$ cat config.mk
export PLATFORM = sky130hd
export DESIGN_NAME = move_decoder
export DESIGN_NICKNAME = d
export VERILOG_FILES = /design/src/rtl/move_decoder.sv
export SDC_FILE = /design/constraint.sdc
export NUM_CORES = 1
export LEC_CHECK = 0
export CAP_MARGIN = 20
export CORE_MARGIN = 4
export CORE_UTILIZATION = 50
export DETAILED_ROUTE_END_ITERATION = 8
export PLACE_DENSITY = 0.76
export RECOVER_POWER = 100
export SKIP_CTS_REPAIR_TIMING = 1
export SLEW_MARGIN = 20
export SYNTH_ARGS = -nofsm -noshare
export SYNTH_HDL_FRONTEND = slang
export SYNTH_SLANG_ARGS = --single-unit
$ cat constraint.sdc
create_clock -name clk -period 4.4 [get_ports clk]
set_clock_uncertainty 0.15 [all_clocks]
set_input_delay 0.88 -clock clk [delete_from_list [all_inputs] [get_ports clk]]
set_output_delay 0.88 -clock clk [all_outputs]
set_load 0.01 [all_outputs]
$ cat src/rtl/move_decoder.sv
`default_nettype none
// ============================================================================
// Module   : move_decoder
// Brief    : Turns a stream of recorded {X,Y} maze locations back into 2-bit
//            direction codes (00=Y-1, 01=X+1, 10=X-1, 11=Y+1). Flags any
//            consecutive pair that is not a single orthogonal step.
// Revision : 1.0  initial release
// ============================================================================
module move_decoder #(
    parameter int CNT_W = 8
) (
    input  logic             clk,
    input  logic             rst,
    input  logic             start,
    input  logic [7:0]       locIn,
    input  logic             locValid,
    input  logic             locLast,
    output logic             locReady,
    output logic [1:0]       dir,
    output logic             dirValid,
    output logic             dirLast,
    input  logic             dirReady,
    output logic [CNT_W-1:0] stepCnt,
    output logic             err,
    output logic             done
);

    typedef enum logic [2:0] {
        S_IDLE   = 3'd0,
        S_ORIGIN = 3'd1,
        S_STEP   = 3'd2,
        S_DRAIN  = 3'd3,
        S_DONE   = 3'd4,
        S_ERROR  = 3'd5
    } state_t;

    localparam logic [CNT_W-1:0] C_CNT_MAX = '1;
    localparam logic [CNT_W-1:0] C_CNT_ONE = {{(CNT_W-1){1'b0}}, 1'b1};

    localparam logic [1:0] C_DIR_YM = 2'b00;
    localparam logic [1:0] C_DIR_XP = 2'b01;
    localparam logic [1:0] C_DIR_XM = 2'b10;
    localparam logic [1:0] C_DIR_YP = 2'b11;

    // Differences are taken one bit wider so that F->0 and 0->F show up as
    // large jumps instead of aliasing to +1/-1.
    localparam logic [4:0] C_D_ZERO = 5'h00;
    localparam logic [4:0] C_D_PLUS = 5'h01;
    localparam logic [4:0] C_D_MINUS = 5'h1F;

    state_t           state_q, state_d;
    logic [7:0]       prev_q, prev_d;
    logic [1:0]       dir_q, dir_d;
    logic             dir_valid_q, dir_valid_d;
    logic             dir_last_q, dir_last_d;
    logic [CNT_W-1:0] step_cnt_q, step_cnt_d;
    logic             err_q, err_d;
    logic             done_q, done_d;

    logic [4:0]       w_dx;
    logic [4:0]       w_dy;
    logic             w_legal;
    logic [1:0]       w_code;
    logic             w_loc_xfer;
    logic             w_dir_xfer;
    logic [CNT_W-1:0] w_cnt_inc;

    assign w_dx = {1'b0, locIn[7:4]} - {1'b0, prev_q[7:4]};
    assign w_dy = {1'b0, locIn[3:0]} - {1'b0, prev_q[3:0]};

    assign w_loc_xfer = locValid && locReady;
    assign w_dir_xfer = dir_valid_q && dirReady;
    assign w_cnt_inc  = (step_cnt_q == C_CNT_MAX) ? step_cnt_q : step_cnt_q + C_CNT_ONE;

    // Classify the step from the previous location to locIn.
    always_comb begin
        w_legal = 1'b1;
        w_code  = C_DIR_YM;
        if (w_dx == C_D_PLUS && w_dy == C_D_ZERO) begin
            w_code = C_DIR_XP;
        end else if (w_dx == C_D_MINUS && w_dy == C_D_ZERO) begin
            w_code = C_DIR_XM;
        end else if (w_dx == C_D_ZERO && w_dy == C_D_PLUS) begin
            w_code = C_DIR_YP;
        end else if (w_dx == C_D_ZERO && w_dy == C_D_MINUS) begin
            w_code = C_DIR_YM;
        end else begin
            w_legal = 1'b0;
        end
    end

    // Input ready depends on state and the output slot only, never on locValid.
    always_comb begin
        case (state_q)
            S_ORIGIN: locReady = 1'b1;
            S_STEP:   locReady = !dir_valid_q || dirReady;
            default:  locReady = 1'b0;
        endcase
    end

    // Next-state and output-register computation; start overrides everything.
    always_comb begin
        state_d     = state_q;
        prev_d      = prev_q;
        dir_d       = dir_q;
        dir_valid_d = dir_valid_q;
        dir_last_d  = dir_last_q;
        step_cnt_d  = step_cnt_q;
        err_d       = err_q;
        done_d      = done_q;

        if (start) begin
            state_d     = S_ORIGIN;
            dir_valid_d = 1'b0;
            dir_last_d  = 1'b0;
            step_cnt_d  = '0;
            err_d       = 1'b0;
            done_d      = 1'b0;
        end else begin
            // Consuming the pending code frees the slot; a load below may refill it.
            if (w_dir_xfer) begin
                dir_valid_d = 1'b0;
                dir_last_d  = 1'b0;
                step_cnt_d  = w_cnt_inc;
            end

            case (state_q)
                S_ORIGIN: begin
                    if (w_loc_xfer) begin
                        prev_d = locIn;
                        if (locLast) begin
                            state_d = S_DONE;
                            done_d  = 1'b1;
                        end else begin
                            state_d = S_STEP;
                        end
                    end
                end
                S_STEP: begin
                    if (w_loc_xfer) begin
                        if (w_legal) begin
                            dir_d       = w_code;
                            dir_valid_d = 1'b1;
                            dir_last_d  = locLast;
                            prev_d      = locIn;
                            if (locLast) begin
                                state_d = S_DRAIN;
                            end
                        end else begin
                            err_d   = 1'b1;
                            state_d = S_ERROR;
                        end
                    end
                end
                S_DRAIN: begin
                    if (w_dir_xfer && dir_last_q) begin
                        done_d  = 1'b1;
                        state_d = S_DONE;
                    end
                end
                default: begin
                    // IDLE, DONE and ERROR wait for start; a pending code
                    // in ERROR still drains through the common path above.
                end
            endcase
        end
    end

    // State and registered outputs.
    always_ff @(posedge clk or posedge rst) begin
        if (rst) begin
            state_q     <= S_IDLE;
            prev_q      <= 8'h00;
            dir_q       <= 2'b00;
            dir_valid_q <= 1'b0;
            dir_last_q  <= 1'b0;
            step_cnt_q  <= '0;
            err_q       <= 1'b0;
            done_q      <= 1'b0;
        end else begin
            state_q     <= state_d;
            prev_q      <= prev_d;
            dir_q       <= dir_d;
            dir_valid_q <= dir_valid_d;
            dir_last_q  <= dir_last_d;
            step_cnt_q  <= step_cnt_d;
            err_q       <= err_d;
            done_q      <= done_d;
        end
    end

    assign dir      = dir_q;
    assign dirValid = dir_valid_q;
    assign dirLast  = dir_last_q;
    assign stepCnt  = step_cnt_q;
    assign err      = err_q;
    assign done     = done_q;

endmodule
`default_nettype wire

# Word level (Yosys, flattened, before mapping)
# Cells that the tools add are included.
# W data, S select, Z words.
word_totals:
  register_bits: 25
  in_bits: 14
  out_inout_bits: 15
  elab_cells: 95
classes:
  n_addsub: 3
  eq_ne: 18
  n_mux: 42
  bitwise: 1
  reduce_logical: 23
ops:
  columns: ["operator", "count"]
  rows:
  - ["$mux W8", 6]
  - ["$mux W1", 22]
  - ["$mux W3", 7]
  - ["$pmux W8 S2", 1]
  - ["$ne A3 B3 Y1 const B", 4]
  - ["$eq A5 B1 Y1 const B", 2]
  - ["$eq A5 B5 Y1 const B", 2]
  - ["$logic_not A5 Y1", 2]
  - ["$ne A2 B2 Y1 const B", 5]
  - ["$reduce_and A5 Y1", 2]
  - ["$sub A4 B4 Y5", 2]
  - ["$pmux W3 S3", 1]
  - ["$add A8 B1 Y8 const B", 1]
  - ["$eq A8 B8 Y1 const B", 1]
  - ["$reduce_and A4 Y1", 2]
  - ["$reduce_bool A2 Y1", 4]
  - ["$logic_and A1 B1 Y1", 7]
  - ["$eq A3 B2 Y1 const B", 2]
  - ["$mux W2", 3]
  - ["$ne A4 B4 Y1 const B", 1]
  - ["$pmux W1 S2", 2]
  - ["$reduce_bool A4 Y1", 1]
  - ["$eq A3 B1 Y1 const B", 1]
  - ["$reduce_and A3 Y1", 1]
  - ["5 further kinds", 5]

# Depth between registers and ports, before layout
# Gate-level depths: netlist of the first run.
depth:
  ltp_word: 11
  mapped_depth: 10
  ltp_nobuf: 10

# Worst setup path after synthesis of the first run
# OpenSTA, ideal clock, no wires.
synth_path:
  path_type: "input port to flip-flop"
  from: "input locIn[4]"
  to: "register prev_q[0]"
  setup_ps: 125
  arrival_time_ps: 3348
  required_time_ps: 4125
  setup_slack_ps: 777
  path_stages: 10
  n_path_buf: 0
  path_cell_list: "inv_1 -> ha_1 -> inv_1 -> fa_1 -> o21bai_1 -> a2111o_1 -> a2111oi_4 -> o21ai_2 -> a31oi_4 -> mux2_4"
synth_between:
  elab_chain_len: 9
  word_cells_on_any_way: 14
  cone_classes: "add/sub: 1; eq/ne: 3; mux: 4; reduce/logical: 6"
synth_rtl:
  columns: ["element", "line", "source"]
  rows:
  - ["from (decl)", "15", "input logic [7:0] locIn,"]
  - ["$sub A4 B4 Y5 (*)", "68", "assign w_dx = {1'b0, locIn[7:4]} - {1'b0, prev_q[7:4]};"]
  - ["$logic_not A5 Y1", "83, 85", null]
  - ["$logic_and A1 B1 Y1", "85", "end else if (w_dx == C_D_ZERO && w_dy == C_D_MINUS) begin"]
  - ["$mux W1", "85", null]
  - ["$mux W1", "83", "end else if (w_dx == C_D_ZERO && w_dy == C_D_PLUS) begin"]
  - ["$mux W1", "81", "end else if (w_dx == C_D_MINUS && w_dy == C_D_ZERO) begin"]
  - ["$mux W1 (*)", "79", "if (w_dx == C_D_PLUS && w_dy == C_D_ZERO) begin"]
  - ["$ne A2 B2 Y1 (no source line) (*)", null, null]
  - ["$reduce_and A5 Y1 (no source line) (*)", null, null]
  - ["to (signal assigned)", "182", "prev_q <= prev_d;"]
  - ["to (decl)", "52", "logic [7:0] prev_q, prev_d;"]
# Mark *: on every way between the ends. The rest lies on a longest branch, timed or not.
# A chain may end at the register's enable or synchronous reset.

# Worst setup path in the final report of the first run
layout_path:
  from: "input locIn[4]"
  to: "register prev_q[3]"
# The elaborated chain is that of the path after synthesis.

==> impl_metrics.ini, run 1 <==
[run_status]
status = finished, final reports clean

[yosys]
syn_inst = 162
synth-adder-area-share_pct = 9.306
ys_warn_count = 0
synth-async-reset-ratio_pct = 100.0
ys.flop_type = dfrtp_1
synth_nets = 187
avgSynthCellArea_sq_um = 10.13
synth-edff-count = 0
synth_compound_area_share_pct = 19.07
synth_top_family_by_area = compound AO/OA/AOI/OAI gates
ys_ff_latch = 25
syn_area_sq_um = 1640
synth_cell_types = 46
post_synth_xor_area_fraction_pct = 3.204
synthSimpleGateAreaFrac_pct = 16.25
synth-seq-area-share_pct = 38.14
muxShareOfSynthArea_pct = 9.458

[die]
core.rowCount = 20
die-area_sq_um = 4261
die_w_um = 65.28
ios = 29
core-area_sq_um = 3103
start_util_pct = 52.86
fp.dieH_um = 65.28

[drt]
num_vias = 1292
vias_per_cell = 5.475
first_pass_iters = 4
wirelength_um = 3220
antenna_left = 0
wl_per_cell_um = 13.64
route.detailed.drc = 0
first_iter_violations = 65

[critical_path]
critical_path.startpoint_type = input port
rrSetupSlack_ns = 1.09
worst-setup-path-type = input port to register
startpoint = locIn[4]
reg2reg_from = prev_q[4]
worstPathArrival_ns = 4.18
r2r_end = prev_q[3]
crit_end = prev_q[3]
endpoint_kind = register
crit_fanout = 8
crit_required_ns = 4.47
reg2reg_depth = 9

[timing]
maxSlewHeadroom_pct = 40.99
timing.final.hold_violations = 0
fin_ws_ns = 0.2954
tns_ns = 0
period_needed_ns = 4.105
rsz0062_at_grt = false
maxSlewViolCount = 0
max_slew.worst_pin.slew_ns = 0.8797
setup_viol = 0
post-route-period-util_pct = 93.29
fmaxAchievable_ghz = 0.2436

[pwr]
power.switching_mw = 0.3224
ir_drop_mv = 0.3211
total_leakage_power_nw = 0.9052
switching_share_pct = 38.73
clkPwrFrac_pct = 12.5
combPwrFrac_pct = 50.4
power.internal_mw = 0.5100
p_seq_share_pct = 37.1
powerDensity_nw_per_um2 = 417.1

[clock_network]
numCtsBuffers = 3
clkSinkCount = 25
clk_pin_slew_worst_paths_ns = 0.13
root_buffer = clkbuf_4
clk_path_buf_depth = 2
clk_latency_ns = 0.32
cts_tree = yes
htree_levels = 1

[global_route]
antenna_found_initial = 0
grt_usage_pct = 16.58
grt_max_degree = 26
gr-total-overflow = 0
grt_pass1_wl_um = 5623
first_global_vias = 1344

[placement]
hpwl_um = 2584
port-buffer-count = 28
dp_cells = 232
gp_congestion = 0.8657
place_ws_ns = 0.05500

[layout]
final_cells = 236
drive_above_1_share_pct = 10.42
layout.nets = 218
area_growth_pct = 21.66
multi_input_area_sq_um = 939.7
diodes = 0
regArea_sq_um = 625.6
fillers = 281

[hold_path]
hp-class = register to register

[job]
cap_violations = 0
[registers in the layout, summed over array words and instances, names as in the netlist]
signal / flops
done: 1
dirLast: 1
state_q: 3
dir: 2
dirValid: 1
prev_q: 8
err: 1
stepCnt: 8
[metal layers]
layer	vias up	GRT usage, %	wire length, um
li1	635	-	-
met1	620	19.10	1352
met2	32	31.35	1684
met3	5	2.564	143
met4	0	4.663	40
met5	-	0	0
[critical path: stages]
cell,delay [ns]
dlygate4sd3_1,0.56
inv_1,0.06
ha_1,0.16
inv_1,0.06
fa_1,0.41
o21bai_1,0.18
a2111o_1,0.48
a2111oi_4,0.39
o21ai_2,0.18
a31oi_4,0.46
mux2_4,0.34
[final cells by class]
type                    instances  share of cell area [%]
repair buffers                 28                   14.04
well taps                      44                   2.759
flip-flops and latches         25                   31.35
clock inverters                 1                  0.2508
inverters                      18                   3.386
clock buffers                   3                   1.129
multi-input cells             117                   47.08
[cells by family (layout without fill, tap and decap cells)]
group,count (synthesis),in the layout
buf+inv,20,50
compound gates,39,39
xor+xnor,6,6
mux,12,12
simple gates,49,49
flops,25,25
fa+ha+maj,11,11
[cell usage in the layout (no fill, tap or decap), types with 5 or more instances in the layout]
cell type | Yosys | routed
dfrtp_1 | 25 | 25
clkdlybuf4s50_1 | 0 | 10
a21oi_1 | 8 | 8
mux2i_1 | 5 | 5
nand2_1 | 7 | 7
nand2b_1 | 5 | 5
mux2_4 | 7 | 7
ha_1 | 9 | 9
inv_1 | 18 | 17
o21ai_0 | 7 | 7
xor2_1 | 6 | 6
nor2_1 | 14 | 14
dlygate4sd3_1 | 0 | 18
[cells in the mapped netlist (2+ instances only)]
master / count / area, sq um
or3_1: 3 / 18.77
o21bai_1: 2 / 15.01
nand2_1: 7 / 26.28
mux2_4: 7 / 105.1
and3b_1: 2 / 17.52
nand2b_1: 5 / 31.28
nand3_1: 3 / 15.01
a21oi_1: 8 / 40.04
inv_1: 18 / 67.56
a31oi_1: 2 / 12.51
fa_1: 2 / 40.04
nand4_1: 2 / 12.51
mux2i_1: 5 / 50.05
nor3_1: 2 / 10.01
a21o_1: 3 / 22.52
ha_1: 9 / 112.6
nor2_1: 14 / 52.55
dfrtp_1: 25 / 625.6
o21ai_0: 7 / 35.03
o21ai_2: 2 / 17.52
nor2b_1: 4 / 25.02
xor2_1: 6 / 52.55
[how the worst min path moves through the flow]
stage	depth (start not counted)	start	to	slack, ns
floorplan	1	prev_q[2]	prev_q[2]	0.33
global placement	2	done	done	0.33
detailed placement	1	prev_q[7]	prev_q[7]	0.35
CTS	2	done	done	0.38
global route	2	dir[1]	dir[1]	0.39
finish	2	done	done	0.37
[power groups by stage]
| stage | clock network (mW) | logic (mW) | registers, mW |
|---|---|---|---|
| final | 0.104 | 0.420 | 0.309 |
| after global routing | 0.113 | 0.471 | 0.315 |
| after floorplan | 0 | 0.333 | 0.303 |
| after global placement | 0 | 0.400 | 0.310 |
| after detailed placement | 0 | 0.425 | 0.311 |
| after CTS | 0.108 | 0.424 | 0.309 |
[metrics by stage]
step / power, mW / hold WS (ns) / util [%] / cell area (sq um)
6_report: 0.8324 / 0.3679 / 64.31 / 1996
3_3_place_gp: 0.7102 / 0.3309 / 63.43 / 1968
3_5_place_dp: 0.7361 / 0.3486 / 63.43 / 1968
2_1_floorplan: 0.6366 / 0.3319 / - / 1640
4_1_cts: 0.8404 / 0.3811 / 64.31 / 1996
5_1_grt: 0.8989 / 0.3934 / 64.31 / 1996
Power figures use the tool's default switching activity.
==> inputs of run 2 (changes only) <==
--- a/config.mk
+++ b/config.mk
@@ -9,5 +9,5 @@
 export CORE_MARGIN = 4
-export CORE_UTILIZATION = 50
+export CORE_UTILIZATION = 55
 export DETAILED_ROUTE_END_ITERATION = 8
-export PLACE_DENSITY = 0.76
+export PLACE_DENSITY = 0.83
 export RECOVER_POWER = 100
==> constraint.sdc (replaced) <==
create_clock -name clk -period 4.4 [get_ports clk]
set_clock_uncertainty 0.15 [all_clocks]
set_input_delay 0.44 -clock clk [delete_from_list [all_inputs] [get_ports clk]]
set_output_delay 0.44 -clock clk [all_outputs]
set_load 0.01 [all_outputs]
==> run 2 against run 1 <==
Cell count decreased by 5.1%. Wire length is 6.8% higher. Hold slack got worse by 0.080 ns. Sequential share of layout area grew 0.81 points. Maximum frequency is 11% higher. Clock power about the same. Critical endpoint is now prev_q[0]. Largest power group unchanged.
==> impl_metrics.ini, run 2 (synthesized netlist as in run 1, its figures left out) <==
[drt]
num_vias = 1317
route.detailed.drc = 0
antenna_left = 0
first_pass_iters = 4
wirelength_um = 3439
wl_per_cell_um = 15.35
first_iter_violations = 61
vias_per_cell = 5.879

[global_route]
gr-total-overflow = 0
grt_pass1_wl_um = 6037
grt_max_degree = 26
first_global_vias = 1401
grt_usage_pct = 18.83
antenna_found_initial = 0

[layout]
layout_commonest_cell = dfrtp_1
drive_above_1_share_pct = 5.181
final_cell_mix = 25 x dfrtp_1, 18 x inv_1, 17 x dlygate4sd3_1
diodes = 0
layout.nets = 219
area_growth_pct = 18.61

[hold_path]
hp-class = input port to async pin

[timing]
max_slew.worst_pin.slew_ns = 1.083
fmaxAchievable_ghz = 0.2703
post-route-period-util_pct = 84.08
rsz0062_at_grt = false
timing.hold.ws_ns = 0.2881
period_needed_ns = 3.699
tns_ns = 0
setup_viol = 0
timing.final.hold_violations = 0
maxSlewHeadroom_pct = 27.78
maxSlewViolCount = 0

[clock_network]
clk_latency_ns = 0.32
clk_pin_slew_worst_paths_ns = 0.13
clkSinkCount = 25
numCtsBuffers = 3
clk_path_buf_depth = 2
cts_tree = yes
root_buffer = clkbuf_4
htree_levels = 1

[critical_path]
worst_path_most_repeated_cell = inv_1
worst-setup-path-type = input port to register
worstPathArrival_ns = 3.76
rrSetupSlack_ns = 0.95
crit_chain = clkdlybuf4s50_1 -> inv_1 -> ha_1 -> inv_1 -> fa_1 -> o21bai_1 -> a2111o_1 -> a2111oi_0 -> o21ai_0 -> a31oi_4 -> mux2_1
startpoint = locIn[4]
r2r_end = prev_q[0]
critical_path.startpoint_type = input port
slowest_stage = a2111o_1
reg2reg_depth = 9
crit_fanout = 8
crit_required_ns = 4.46
reg2reg_from = prev_q[4]
endpoint_kind = register
slowest_delay_ns = 0.48

[die]
core.rowCount = 19
start_util_pct = 58.47
die-area_sq_um = 3920
die_w_um = 62.61
ios = 29
core-area_sq_um = 2805
fp.dieH_um = 62.61

[pwr]
ir_drop_mv = 0.2957
powerDensity_nw_per_um2 = 413.3
total_leakage_power_nw = 0.8851

[placement]
gp_congestion = 0.8199
port-buffer-count = 28
hpwl_um = 2758

[run_status]
status = finished, final reports clean

[job]
cap_violations = 0
run 2: layer usage:
metal	part of all wire (%)	global-route usage [%]	wire [um]	vias up
met1	39	19.86	1345	629
met5	0	0	0	-
li1	-	-	-	639
met4	2.1	6.061	71	0
met3	5.1	3.597	175	7
met2	54	36.88	1848	42
run 2: per-stage QoR:
| stage | util [%] | total power, mW | setup slack [ns] | cells | instance area [sq um] |
|---|---|---|---|---|---|
| 2_1_floorplan | - | 0.6366 | 1.217 | 162 | 1640 |
| 3_3_place_gp | 69.58 | 0.7092 | 0.6450 | 219 | 1952 |
| 3_5_place_dp | 69.58 | 0.7479 | 0.5021 | 219 | 1952 |
| 4_1_cts | 70.52 | 0.8501 | 0.8605 | 223 | 1978 |
| 5_1_grt | 69.36 | 0.8725 | 0.4662 | 224 | 1946 |
| 6_report | 69.36 | 0.8042 | 0.7005 | 224 | 1946 |
run 2: worst max-delay path by stage:
stage	end	slack, ns	cells past startpoint
after global routing	prev_q[2]	0.47	11
final	prev_q[0]	0.70	11
after CTS	prev_q[3]	0.86	11
after detailed placement	prev_q[0]	0.50	11
after floorplan	prev_q[0]	1.22	10
after global placement	prev_q[4]	0.65	11
run 2: cell type report:
| class | count | area [sq um] |
|---|---|---|
| multi-input cells | 117 | 903.4 |
| well taps | 31 | 38.79 |
| clock buffers | 4 | 26.28 |
| fillers | 245 | 859.6 |
| inverters | 18 | 67.56 |
| flip-flops and latches | 25 | 625.6 |
| repair buffers | 29 | 284.0 |
run 2: power by group:
group | total, mW | switching (mW) | internal, mW
Clock | 0.105 | 0.0699 | 0.0355
Sequential | 0.307 | 0.0321 | 0.274
Combinational | 0.392 | 0.217 | 0.176
run 2: worst max-delay path: cells and delay by family:
| kind | cells | cell delay, ns |
|---|---|---|
| buffers and inverters | 3 | 0.56 |
| AOI/OAI and AO/OA | 5 | 1.82 |
| muxes | 1 | 0.37 |
| adders and majority gates | 2 | 0.58 |
